[src/rtl/mux_rr_scheduler.sv]
// mux_rr_scheduler: time-shares one registered serial output bit among four
// requesters. Round-robin arbitration, a per-grant burst limit and a fixed
// one-cycle GAP after every grant before the next arbitration in IDLE.
//
// Handshake: a requester holds req_in[i] high for as long as it has bits to
// send; in every cycle that gnt_out[i] is high and req_in[i] is high, d_in[i]
// is consumed and appears on q_out one cycle later with valid_out high.
// Dropping req_in[i] while granted ends the grant early. q_out is meaningful
// only when valid_out is high.
module mux_rr_scheduler #(
  parameter int BURST_MAX = 8,
  parameter int CNT_W     = 4
) (
  input  logic       clk_in,
  input  logic       rst_n_in,
  input  logic       en_in,
  input  logic [3:0] req_in,
  input  logic [3:0] d_in,
  output logic [1:0] sel_out,
  output logic [3:0] gnt_out,
  output logic       q_out,
  output logic       valid_out,
  output logic       busy_out,
  output logic [1:0] dbg_state
);

  typedef enum logic [1:0] {
    IDLE  = 2'd0,
    GRANT = 2'd1,
    GAP   = 2'd2
  } state_t;

  localparam logic [CNT_W-1:0] BURST_LAST = CNT_W'(BURST_MAX);

  state_t           state, state_nxt;
  logic [1:0]       sel_nxt;
  logic [3:0]       gnt_nxt;
  logic             q_nxt, valid_nxt;
  logic [1:0]       ptr, ptr_nxt;
  logic [CNT_W-1:0] count, count_nxt;
  logic [CNT_W-1:0] count_inc;
  logic [1:0]       winner;
  logic             found;

  assign count_inc = count + 1'b1;

  // Rotating priority search: first requester at or after ptr wins.
  always_comb begin
    logic [1:0] idx;
    idx    = ptr;
    winner = ptr;
    found  = 1'b0;
    for (int k = 0; k < 4; k++) begin
      idx = ptr + 2'(k);
      if (!found && req_in[idx]) begin
        winner = idx;
        found  = 1'b1;
      end
    end
  end

  // State register and all registered outputs; reset aborts any burst.
  always_ff @(posedge clk_in or negedge rst_n_in) begin
    if (!rst_n_in) begin
      state     <= IDLE;
      sel_out   <= 2'd0;
      gnt_out   <= 4'b0000;
      q_out     <= 1'b0;
      valid_out <= 1'b0;
      ptr       <= 2'd0;
      count     <= '0;
    end else begin
      state     <= state_nxt;
      sel_out   <= sel_nxt;
      gnt_out   <= gnt_nxt;
      q_out     <= q_nxt;
      valid_out <= valid_nxt;
      ptr       <= ptr_nxt;
      count     <= count_nxt;
    end
  end

  // Next-state and next-output decode; everything holds unless changed.
  always_comb begin
    state_nxt = state;
    sel_nxt   = sel_out;
    gnt_nxt   = gnt_out;
    q_nxt     = q_out;
    valid_nxt = 1'b0;
    ptr_nxt   = ptr;
    count_nxt = count;
    case (state)
      IDLE: begin
        gnt_nxt = 4'b0000;
        if (en_in && found) begin
          state_nxt = GRANT;
          sel_nxt   = winner;
          gnt_nxt   = 4'b0001 << winner;
          count_nxt = '0;
        end
      end
      GRANT: begin
        if (req_in[sel_out]) begin
          q_nxt     = d_in[sel_out];
          valid_nxt = 1'b1;
          count_nxt = count_inc;
        end
        // Leave on burst exhaustion or when the owner stops requesting;
        // the pointer always moves past the owner so nobody starves.
        if (!req_in[sel_out] || count_inc == BURST_LAST) begin
          state_nxt = GAP;
          gnt_nxt   = 4'b0000;
          ptr_nxt   = sel_out + 2'd1;
        end
      end
      GAP: begin
        state_nxt = IDLE;
      end
      default: begin
        state_nxt = IDLE;
        gnt_nxt   = 4'b0000;
      end
    endcase
  end

  assign busy_out  = (state != IDLE);
  assign dbg_state = state;

endmodule

[config.mk]
export PLATFORM = sky130hd
export DESIGN_NAME = mux_rr_scheduler
export DESIGN_NICKNAME = d
export VERILOG_FILES = /design/src/rtl/mux_rr_scheduler.sv
export SDC_FILE = /design/constraint.sdc
export NUM_CORES = 1
export LEC_CHECK = 0
export CAP_MARGIN = 15
export CORE_UTILIZATION = 50
export DETAILED_ROUTE_END_ITERATION = 12
export GPL_ROUTABILITY_DRIVEN = 0
export PLACE_DENSITY = 0.85
export SETUP_SLACK_MARGIN = 0.5
export SYNTH_ARGS = -nofsm -noshare
export SYNTH_HDL_FRONTEND = slang
export SYNTH_SLANG_ARGS = --single-unit
[constraint.sdc]
create_clock -name clk_in -period 4.4 [get_ports clk_in]
set_clock_uncertainty 0.1 [all_clocks]
set_input_delay 1.32 -clock clk_in [delete_from_list [all_inputs] [get_ports clk_in]]
set_output_delay 1.32 -clock clk_in [all_outputs]
set_load 0.005 [all_outputs]
==> impl_metrics.csv <==
group,metric,value,unit
place,hpwl,1.37,mm
critical_path,path_max_fanout,8,
critical_path,cp-startpoint,"req_in[3]",
clock_network,numCtsBuffers,3,
global_route,first_global_vias,699,
place,dp_cells,112,
yosys,syn_inst,75,
drt,drtPass1Iterations,5,
yosys,synthArstFlopShare,100,%
power,leakagePower,0.504,nW
floorplan,pin_count,22,
sta,holdWs,0.409,ns
floorplan,dieArea,0.00186,mm²
critical_path,criticalPathCategory,"in2reg",
place,post_dp_cell_area,0.00108,mm²
sta,timing.final.crit_share,66.3,%
sta,slew_viol_final,0,
sta,layout_setup_ws,1.48,ns
drt,vias_per_cell,5.81,
floorplan,start_util,55.0,%
drt,drt-wirelength-per-cell,15.5,µm
global_route,grt_max_degree,17,
run_status,status,"completed",
yosys,synth.most_common_cell,"dfrtp_1",
clock_network,cts_resized,0,
critical_path,worst_ep_arrival_time,2.99,ns
yosys,synthesis.nets,87,
global_route,grt_pass1_wl,3.00,mm
global_route,grt_use_total,21.8,%
drt,wl,1.78,mm
critical_path,worstReg2RegStart,"sel_out[0]$_DFFE_PN0P_",
power,finalPower,0.656,mW
global_route,overflow,0,
yosys,synth_top_area_share,47.3,%
final_layout,fillers,119,
final_layout,finalNonFillerCells,115,
critical_path,reg2reg_to,"gnt_out[3]$_DFFE_PN0P_",
drt,postRouteAntennaNets,0,
sta,fmax,0.343,GHz
run,maxCapViolations,0,
yosys,synth_flop_cell,"dfrtp_1",
clock_network,htree_levels,1,
critical_path,reg2reg_depth,4,
critical_path,critPathCaptureType,"register",
critical_path,r2r_setup_slack,2.54,ns
final_layout,regArea,400,µm²
final_layout,fin_nets,113,
power,p_switching,0.237,mW
sta,relSlewSlack,53.2,%
drt,routed-via-count,668,
critical_path,crit_required,4.47,ns
sta,rsz0062_at_grt,"false",
yosys,yosys-top-cells-count,"dfrtp_1 (16), nand2_1 (7), inv_1 (5), o21ai_0 (5), nand3_1 (4)",
sta,tightest_slew,0.700,ns
yosys,ys_seq_elements,16,
floorplan,core.rowCount,14,
global_route,antenna_found_initial,0,
final_layout,area_growth,29.8,%
final_layout,antenna_cells,0,
yosys,synth_edf_count,0,
yosys,ys_top_cells_by_area,"dfrtp_1 (47%), mux2_4 (3.5%), mux4_1 (3.1%)",
yosys,synth_seq_area_share,47.3,%
drt,drc,0,
sta,totalNegativeSetupSlack,0,ns
yosys,synth_cell_types,31,
critical_path,startpoint_type,"primary input",
clock_network,cts_tree,"yes",
yosys,syn_area_per_cell,11.3,µm²
sta,hold_viol,0,
min_path,worstHoldPathType,"reg2reg",
sta,period_minus_slack,2.92,ns
clock_network,clock_latency,0.28,ns
sta,setup_viol,0,
critical_path,crit_end,"gnt_out[3]$_DFFE_PN0P_",
power,swShare,36.1,%
yosys,syn_area,847,µm²
clock_network,cts_setup_buffers,0,
final_layout,design_area,0.00110,mm²
drt,drtIter0Drc,16,
final_layout,multiInputGateArea,420,µm²
power,p_int,0.419,mW
yosys,yosys_warnings,0,
floorplan,core,0.00154,mm²
clock_network,holdBufCountCts,0,
power,p_comb_share,48.1,%
power,peakVddDrop,0.000376,V
clock_network,cts-root-buf,"clkbuf_4",
power,clkPwrFrac,11.3,%
floorplan,die_w,43.2,µm
power,pwr-share-seq,40.5,%
final_layout,layout-drive-gt1-share,13.1,%
yosys,yosys.area.top_type,"dfrtp_1",
clock_network,cts.clk_slew.worst_paths,0.09,ns
power,p_per_area,596,mW/mm²
clock_network,max-clock-path-buffers,2,
clock_network,clock_sinks,16,
place,dp_slack,1.21,ns
final_layout,final_util,71.3,%
place,io_buffers,21,
floorplan,die_y,43.2,µm
layer usage:
metal  wire (µm)  GRT usage, %  up-vias
li1            -             -      324
met1         781          26.8      324
met2         929          37.3       18
met3          62          3.83        2
met4          10          9.09        0
met5           0             0        -
critical path, stage by stage:
cell	delay, ns
clkdlybuf4s50_1	0.53
mux4_2	0.56
nand2_2	0.16
o22ai_1	0.19
a22o_1	0.23
registers in the layout (all words and copies together) (netlist names):
signal and cells:
valid_out 1, gnt_out 4, ptr 2, q_out 1, count 4, dbg_state 2
sel_out 2
cells in the final DEF, fill, tap and decap left out, types with 2 or more instances in the layout:
master	n
o2bb2ai_1	2
nand3_1	4
mux2_4	2
dfrtp_1	16
inv_2	2
a21oi_1	3
inv_1	5
o21ai_0	5
nand3b_1	2
clkbuf_4	3
nand2_1	7
nand2b_1	2
a22o_1	2
a21o_1	2
xor2_1	2
mux2i_1	2
nor2b_1	2
clkdlybuf4s50_1	21
worst min-delay path by stage:
stage                                   to                   start  cells after the start  slack [ns]
floorplan             count[2]$_DFFE_PN0P_    count[2]$_DFFE_PN0P_                      1        0.37
global route        gnt_out[1]$_DFFE_PN0P_  gnt_out[1]$_DFFE_PN0P_                      1        0.41
finish              gnt_out[1]$_DFFE_PN0P_  gnt_out[1]$_DFFE_PN0P_                      1        0.41
detailed placement  gnt_out[1]$_DFFE_PN0P_  gnt_out[1]$_DFFE_PN0P_                      1        0.38
global placement    gnt_out[0]$_DFFE_PN0P_  gnt_out[0]$_DFFE_PN0P_                      1        0.37
CTS                 gnt_out[1]$_DFFE_PN0P_  gnt_out[1]$_DFFE_PN0P_                      1        0.41
logic make-up (layout without fill, tap and decap cells):
group	count (synthesis)	after routing	synth area share, %
fa+ha+maj	1	1	1.48
buf+inv	7	31	3.10
simple gates	21	21	12.9
flops	16	16	47.3
mux	6	6	11.7
compound gates	22	22	21.6
xor+xnor	2	2	2.07
area by class of cell:
type | count | area share [%]
sequential | 16 | 36.4
tap | 16 | 1.82
inverter | 7 | 2.39
timing repair buffer | 21 | 19.1
multi-input combinational | 52 | 38.2
clock buffer | 3 | 2.05
power by group through the flow:
stage	clock network, mW	logic (mW)	registers [mW]
after global placement	0	0.306	0.264
after detailed placement	0	0.317	0.268
final	0.0744	0.316	0.266
after CTS	0.0793	0.319	0.266
after global routing	0.0809	0.346	0.275
after floorplan	0	0.180	0.258
Note: power is estimated with default switching activity, not from simulation.
